**src/rtl/alu_tmr_fault_ctrl.sv**
```systemverilog
// alu_tmr_fault_ctrl: fault controller for a triplicated ALU and its majority voters
// Ports:
//   clk, rst_n       clock, asynchronous active-low reset
//   alu_valid_i      ALU result consumed this cycle
//   lane_err_i[2:0]  per-lane disagreement with the voted value
//   no_majority_i    all three lanes differ pairwise
//   clear_i          synchronous clear of counters, lane mask and FATAL
//   stall_o          hold EX stage
//   retry_o          one-cycle pulse to re-issue the held operation
//   lane_disable_o   sticky per-lane mask toward the voters
//   fault_irq_o      one-cycle pulse per fault detection
//   fatal_o          sticky unrecoverable-fault flag
//   err_cnt_o        saturating per-lane error counters, lane i at [i*CNT_W +: CNT_W]
//   state_o          MONITOR=0, RETRY=1, CHECK=2, FATAL=3
module alu_tmr_fault_ctrl #(
  parameter int CNT_W        = 8,
  parameter int THRESH       = 4,
  parameter int MAX_RETRY    = 2,
  parameter int RETRY_CYCLES = 1
) (
  input  logic               clk,
  input  logic               rst_n,
  input  logic               alu_valid_i,
  input  logic [2:0]         lane_err_i,
  input  logic               no_majority_i,
  input  logic               clear_i,
  output logic               stall_o,
  output logic               retry_o,
  output logic [2:0]         lane_disable_o,
  output logic               fault_irq_o,
  output logic               fatal_o,
  output logic [3*CNT_W-1:0] err_cnt_o,
  output logic [1:0]         state_o
);
  typedef enum logic [1:0] {MONITOR = 2'd0, RETRY = 2'd1, CHECK = 2'd2, FATAL = 2'd3} state_e;
  localparam int RC_W = $clog2(MAX_RETRY + 1);
  localparam int HC_W = $clog2(RETRY_CYCLES + 1);
  localparam logic [CNT_W-1:0] CNT_MAX = '1;
  localparam logic [CNT_W-1:0] THR_M1  = CNT_W'(THRESH - 1);
  localparam logic [RC_W-1:0]  RC_MAX  = RC_W'(MAX_RETRY);
  localparam logic [HC_W-1:0]  HC_LAST = HC_W'(RETRY_CYCLES - 1);
  state_e                  state_q, state_d;
  logic [2:0]              dis_q, dis_d;
  logic [2:0][CNT_W-1:0]   cnt_q, cnt_d;
  logic [RC_W-1:0]         rc_q, rc_d;
  logic [HC_W-1:0]         hc_q, hc_d;
  logic [2:0]              eff;
  logic                    multi, err, det, single, at_thr;
  assign eff = lane_err_i & ~dis_q;
  // With a lane already masked only two voters remain, so any disagreement leaves no majority.
  assign multi  = no_majority_i | (eff[0] & eff[1]) | (eff[0] & eff[2]) | (eff[1] & eff[2])
                | (|eff & |dis_q);
  assign err    = alu_valid_i & (|eff | no_majority_i);
  assign det    = ~clear_i & err & (state_q == MONITOR || state_q == CHECK);
  assign single = det & ~multi;
  always_comb begin
    state_d = state_q;
    dis_d   = dis_q;
    cnt_d   = cnt_q;
    rc_d    = rc_q;
    hc_d    = hc_q;
    at_thr  = 1'b0;
    // eff is one-hot whenever single holds
    for (int i = 0; i < 3; i++)
      if (single && eff[i]) begin
        cnt_d[i] = (cnt_q[i] == CNT_MAX) ? cnt_q[i] : cnt_q[i] + 1'b1;
        at_thr   = cnt_q[i] >= THR_M1;
      end
    case (state_q)
      MONITOR:
        if (det) begin
          if (single && at_thr) dis_d = dis_q | eff;
          else begin
            rc_d    = RC_W'(1);
            hc_d    = '0;
            state_d = RETRY;
          end
        end
      RETRY:
        if (hc_q == HC_LAST) state_d = CHECK;
        else hc_d = hc_q + 1'b1;
      CHECK:
        if (det) begin
          if (rc_q != RC_MAX) begin
            rc_d    = rc_q + 1'b1;
            hc_d    = '0;
            state_d = RETRY;
          end else if (!multi) begin
            dis_d   = dis_q | eff;
            rc_d    = '0;
            state_d = MONITOR;
          end else state_d = FATAL;
        end else if (alu_valid_i) begin
          rc_d    = '0;
          state_d = MONITOR;
        end
      FATAL: ;
    endcase
    if (clear_i) begin
      state_d = MONITOR;
      dis_d   = '0;
      cnt_d   = '0;
      rc_d    = '0;
      hc_d    = '0;
    end
  end
  always_ff @(posedge clk or negedge rst_n)
    if (!rst_n) begin
      state_q <= MONITOR;
      dis_q   <= '0;
      cnt_q   <= '0;
      rc_q    <= '0;
      hc_q    <= '0;
    end else begin
      state_q <= state_d;
      dis_q   <= dis_d;
      cnt_q   <= cnt_d;
      rc_q    <= rc_d;
      hc_q    <= hc_d;
    end
  // A clean result in CHECK releases the stall in the same cycle it is consumed.
  assign stall_o        = state_q == RETRY || state_q == FATAL || (state_q == CHECK && !(alu_valid_i && !err));
  assign retry_o        = state_q == RETRY && hc_q == '0;
  assign fault_irq_o    = det;
  assign fatal_o        = state_q == FATAL;
  assign lane_disable_o = dis_q;
  assign err_cnt_o      = cnt_q;
  assign state_o        = state_q;
endmodule

```
**config.mk**
```make
export PLATFORM = sky130hd
export DESIGN_NAME = alu_tmr_fault_ctrl
export DESIGN_NICKNAME = d
export VERILOG_FILES = /design/src/rtl/alu_tmr_fault_ctrl.sv
export SDC_FILE = /design/constraint.sdc
export NUM_CORES = 1
export LEC_CHECK = 0
export CAP_MARGIN = 30
export CELL_PAD_IN_SITES_DETAIL_PLACEMENT = 0
export CELL_PAD_IN_SITES_GLOBAL_PLACEMENT = 2
export CORE_AREA = 2 2 79 81
export DETAILED_ROUTE_END_ITERATION = 6
export DIE_AREA = 0 0 81 83
export PLACE_DENSITY_LB_ADDON = 0.05
export SYNTH_ARGS = -nofsm -noshare
export SYNTH_HDL_FRONTEND = slang
export SYNTH_SLANG_ARGS = --single-unit
```
**constraint.sdc**
```tcl
create_clock -name clk -period 6.4 [get_ports clk]
set_input_delay 1.28 -clock clk [delete_from_list [all_inputs] [get_ports clk]]
set_output_delay 1.28 -clock clk [all_outputs]
set_load 0.01 [all_outputs]
```
==> report_table.html <==
<table>
<tr><th>Metric</th><th>Value</th></tr>
<tr><th colspan="2">Run status</th></tr>
<tr><td>Run status</td><td>finished, final reports clean</td></tr>
<tr><th colspan="2">Worst hold path</th></tr>
<tr><td>Hold Crit Class</td><td>flip-flop to flip-flop</td></tr>
<tr><td>Cell depth of the worst min-delay path</td><td>1</td></tr>
<tr><td>Sink of the worst hold path</td><td>rc_q[1]$_DFFE_PN0P_</td></tr>
<tr><td>Launch point of the worst hold path</td><td>rc_q[1]$_DFFE_PN0P_</td></tr>
<tr><th colspan="2">Pwr</th></tr>
<tr><td>P_leak</td><td>1.013 nW</td></tr>
<tr><td>Cell area power density</td><td>between 200 and 250 mW/mm2</td></tr>
<tr><td>Worst voltage drop across the vdd grid</td><td>~0.00016 V</td></tr>
<tr><th colspan="2">Critical path</th></tr>
<tr><td>Slowest library cell on the worst path</td><td>sky130_fd_sc_hd__o41ai_2</td></tr>
<tr><td>Category of cells accounting for the largest share of critical-path delay</td><td>buffers and inverters</td></tr>
<tr><td>Max stage delay on crit path</td><td>770 ps</td></tr>
<tr><td>Setup crit start kind</td><td>input port</td></tr>
<tr><td>Endpoint of the most critical register-to-register path</td><td>err_cnt_o[6]$_DFFE_PN0P_</td></tr>
<tr><td>Req. time, crit path</td><td>just over 5000 ps</td></tr>
<tr><td>Launching point of the worst reg2reg path</td><td>state_o[0]$_DFFE_PN0P_</td></tr>
<tr><td>Top fanout value on the critical path</td><td>8</td></tr>
<tr><td>WP buf/inv</td><td>2</td></tr>
<tr><td>Arrival time reported for the critical path endpoint</td><td>between 3000 and 4000 ps</td></tr>
<tr><td>Ordered cell list for the critical path</td><td>clkdlybuf4s50_1 -&gt; nor2b_2 -&gt; o41ai_2 -&gt; nor2_1 -&gt; clkdlybuf4s50_1</td></tr>
<tr><td>CP dominant cell by count</td><td>sky130_fd_sc_hd__clkdlybuf4s50_1</td></tr>
<tr><td>R2r setup slk</td><td>roughly 3800 ps</td></tr>
<tr><td>Worst reg2reg path depth</td><td>6</td></tr>
<tr><td>Critical Path Sink Type</td><td>output port</td></tr>
<tr><td>Kind of critical path</td><td>input port to output port</td></tr>
<tr><th colspan="2">Logic synthesis</th></tr>
<tr><td>Predominant post-synthesis flop cell</td><td>sky130_fd_sc_hd__dfrtp_1</td></tr>
<tr><td>Most used standard cell by instance count after synthesis</td><td>sky130_fd_sc_hd__dfrtp_1</td></tr>
<tr><td>Synth cell types</td><td>42</td></tr>
<tr><td>Mean instance size in the synthesized netlist</td><td>between 9 and 10 um2</td></tr>
<tr><td>Share of the synthesized area in the top cell type</td><td>between 40% and 50%</td></tr>
<tr><td>Commonest cells in the netlist</td><td>31 x sky130_fd_sc_hd__dfrtp_1, 28 x sky130_fd_sc_hd__nor2_1, 15 x sky130_fd_sc_hd__nand2_1, 14 x sky130_fd_sc_hd__xor2_1, 9 x sky130_fd_sc_hd__inv_1</td></tr>
<tr><td>Number of flip-flops and latches in the synthesized netlist</td><td>31</td></tr>
<tr><td>Sequential element share of the synthesized area</td><td>40.98%</td></tr>
<tr><td>Async set-reset flop share out of synthesis</td><td>100.0%</td></tr>
<tr><td>Count of flip-flops with a built-in enable after synthesis</td><td>0</td></tr>
<tr><td>Net count of the mapped netlist</td><td>~220</td></tr>
<tr><td>Synth warnings</td><td>0</td></tr>
<tr><td>Number of instances in the synthesized netlist</td><td>between 200 and 250</td></tr>
<tr><td>Biggest area consumer among synthesized cells</td><td>sky130_fd_sc_hd__dfrtp_1</td></tr>
<tr><td>Post-Synthesis Cell Area</td><td>0.001893 mm2</td></tr>
<tr><td>Most area-consuming cells after synthesis</td><td>sky130_fd_sc_hd__dfrtp_1 41%, sky130_fd_sc_hd__xor2_1 6.5%, sky130_fd_sc_hd__nor2_1 5.6%</td></tr>
<tr><th colspan="2">Clock tree</th></tr>
<tr><td>Clock insertion delay at the later pin of the skew report</td><td>280 ps</td></tr>
<tr><td>Clock-pin slew on the worst setup and hold paths</td><td>70 ps</td></tr>
<tr><td>Number of sinks on the clock net</td><td>31</td></tr>
<tr><td>Number of buffers added by the clock tree synthesis step</td><td>5</td></tr>
<tr><td>Count of instances resized after the clock tree is built</td><td>0</td></tr>
<tr><td>Buffer count from post-CTS setup fixing</td><td>0</td></tr>
<tr><td>Library cell used as clock root buffer</td><td>sky130_fd_sc_hd__clkbuf_8</td></tr>
<tr><td>CTS H-tree lvls</td><td>2</td></tr>
<tr><td>TritonCTS clock tree</td><td>yes</td></tr>
<tr><td>Buffer depth of the longest clock path</td><td>2</td></tr>
<tr><td>Post-cts hold buffer count</td><td>0</td></tr>
<tr><th colspan="2">STA</th></tr>
<tr><td>Maximum operating frequency</td><td>0.2170 GHz</td></tr>
<tr><td>Final setup skew</td><td>~3 ps</td></tr>
<tr><td>RSZ-0062 raised after global routing</td><td>no</td></tr>
<tr><td>Number of hold violations in the final report</td><td>0</td></tr>
<tr><td>Post-layout minimum cycle time</td><td>~4600 ps</td></tr>
<tr><td>Relative slew margins</td><td>a little over two fifths</td></tr>
<tr><td>Worst-Margin Slew</td><td>855.4 ps</td></tr>
<tr><td>Period utilization</td><td>between 70% and 80%</td></tr>
<tr><td>Total negative slack for setup checks</td><td>0 ps</td></tr>
<tr><td>Setup-failing EPs final</td><td>0</td></tr>
<tr><td>Count of pins over their slew limit</td><td>0</td></tr>
<tr><th colspan="2">Layout</th></tr>
<tr><td>Proportion of layout cells with a drive suffix above 1</td><td>8.367%</td></tr>
<tr><td>Layout-stage area growth over the synthesis result</td><td>30.27%</td></tr>
<tr><td>Final layout net count</td><td>around 270</td></tr>
<tr><td>Final non-filler cell area</td><td>0.002466 mm2</td></tr>
<tr><td>Core Util, Final</td><td>42.41%</td></tr>
<tr><td>Total inserted antenna cells</td><td>0</td></tr>
<tr><th colspan="2">Die</th></tr>
<tr><td>Area enclosed by the die boundary</td><td>between 0.006 and 0.007 mm2</td></tr>
<tr><td>Effective utilization at floorplan</td><td>32.55%</td></tr>
<tr><td>Boundary Pins</td><td>41</td></tr>
<tr><td>Vertical die dimension</td><td>~83 um</td></tr>
<tr><td>Site Rows</td><td>28</td></tr>
<tr><td>Die X-Extent</td><td>around 80 um</td></tr>
<tr><td>Placeable core area</td><td>slightly below 0.006 mm2</td></tr>
<tr><th colspan="2">Drt</th></tr>
<tr><td>First-pass iteration count of the detailed router</td><td>4</td></tr>
<tr><td>Post-detailed-route DRC marker count</td><td>0</td></tr>
<tr><td>Via/cell ratio</td><td>slightly above 5</td></tr>
<tr><td>Wire per inst</td><td>about 15 um</td></tr>
<tr><td>Final wirelength</td><td>roughly 4800 um</td></tr>
<tr><td>Initial DRC Count</td><td>a little under 90</td></tr>
<tr><td>Total via count after detailed routing</td><td>between 1,500 and 2,000</td></tr>
<tr><td>Antenna Nets Post-Route</td><td>0</td></tr>
<tr><th colspan="2">Global routing</th></tr>
<tr><td>All-Layer GR Usage</td><td>around 15%</td></tr>
<tr><td>First-pass GRT wire length</td><td>between 8000 and 9000 um</td></tr>
<tr><td>Initial antenna violation count</td><td>0</td></tr>
<tr><td>Vias in the first global route</td><td>~1,600</td></tr>
<tr><td>Pin count of the biggest net entering global routing</td><td>36</td></tr>
<tr><td>GRT overflow</td><td>0</td></tr>
<tr><th colspan="2">Run</th></tr>
<tr><td>Max-cap violations</td><td>0</td></tr>
<tr><th colspan="2">Placed design</th></tr>
<tr><td>Routability congestion estimate</td><td>roughly 0.76</td></tr>
<tr><td>Placed Instance Area</td><td>approximately 0.0024 mm2</td></tr>
<tr><td>I/O Buffers</td><td>40</td></tr>
<tr><td>HPWL reported at the end of detailed placement</td><td>3305 um</td></tr>
</table>
## final cells by class
type,count,area (um2)
multi-input cells,162,1060
clock buffers,6,82.58
well taps,75,93.84
clock inverters,1,5.005
flip-flops and latches,31,775.7
fillers,612,3349
repair buffers,42,415.4
inverters,9,33.78
## where the power goes
part | internal [W] | total, W | switching (W)
Sequential | 0.000207 | 0.000223 | 0.0000155
Clock | 0.0000845 | 0.000163 | 0.0000783
Combinational | 0.0000785 | 0.000174 | 0.0000955
## logic make-up after synthesis
| family | Yosys count | share of synthesized area [%] |
|---|---|---|
| AOI/OAI and AO/OA | 34 | 12.29 |
| xor gates and xnor gates | 19 | 8.791 |
| adders and majority gates | 8 | 5.221 |
| buffers and inverters | 15 | 3.040 |
| DFF | 31 | 40.98 |
| muxes | 4 | 2.115 |
| and+or+nand+nor | 97 | 27.56 |
## worst max-delay path by stage
stage,startpoint,end,slack [ps],cells after the start
after floorplan,lane_err_i[1],stall_o,2860,4
after global placement,lane_err_i[1],fault_irq_o,1790,5
after CTS,lane_err_i[1],fault_irq_o,1760,5
after detailed placement,lane_err_i[1],fault_irq_o,1760,5
final,lane_err_i[1],fault_irq_o,1790,5
after global routing,lane_err_i[1],fault_irq_o,1640,5
## metrics by stage
step                total power, W  std cells  setup slack [ps]  hold slack, ps
floorplan                0.0003298        208              2860           482.1
global placement         0.0004036        319              1790           539.4
detailed placement       0.0004006        319              1757           514.9
CTS                      0.0005686        326              1757           538.7
global route             0.0005982        326              1643           581.6
finish                   0.0005594        326              1793           540.8
## registers in the layout (all words and copies together), names as in the netlist
name and cells:
lane_disable_o 3, err_cnt_o 24, rc_q 2, state_o 2
## layout by cell type, fill, tap and decap left out, drive strengths merged, types with 2 or more instances in the layout
master	instances
nor2b	4
or4	2
nand3	8
nand2	15
o21ai	8
nand4	5
o41ai	2
nand2b	3
ha	7
a31oi	2
buf	2
clkdlybuf4s50	40
nor2	28
mux2i	4
nor4	9
o31ai	2
xnor2	5
or3	3
dfrtp	31
inv	9
o22ai	5
a21oi	8
xor2	14
and3	5
nor3b	2
nor3	9
clkbuf	6
## metal layers
metal	share of wire (%)	global-route usage, %	vias up	wire [um]
li1	-	-	836	-
met1	50	22.40	782	2387
met2	44	22.09	38	2114
met3	4.0	2.826	7	192
met4	1.3	6.009	0	61
met5	0	0	-	0
## worst register-to-register path: cells and delay by family, from the launching register on
kind	cells	cell delay (ps)
fa+ha+maj	1	400
simple gates	2	1160
buf+inv	1	150
compound gates	2	370
flops	1	430
No activity file was read; power rests on OpenSTA's default activity.
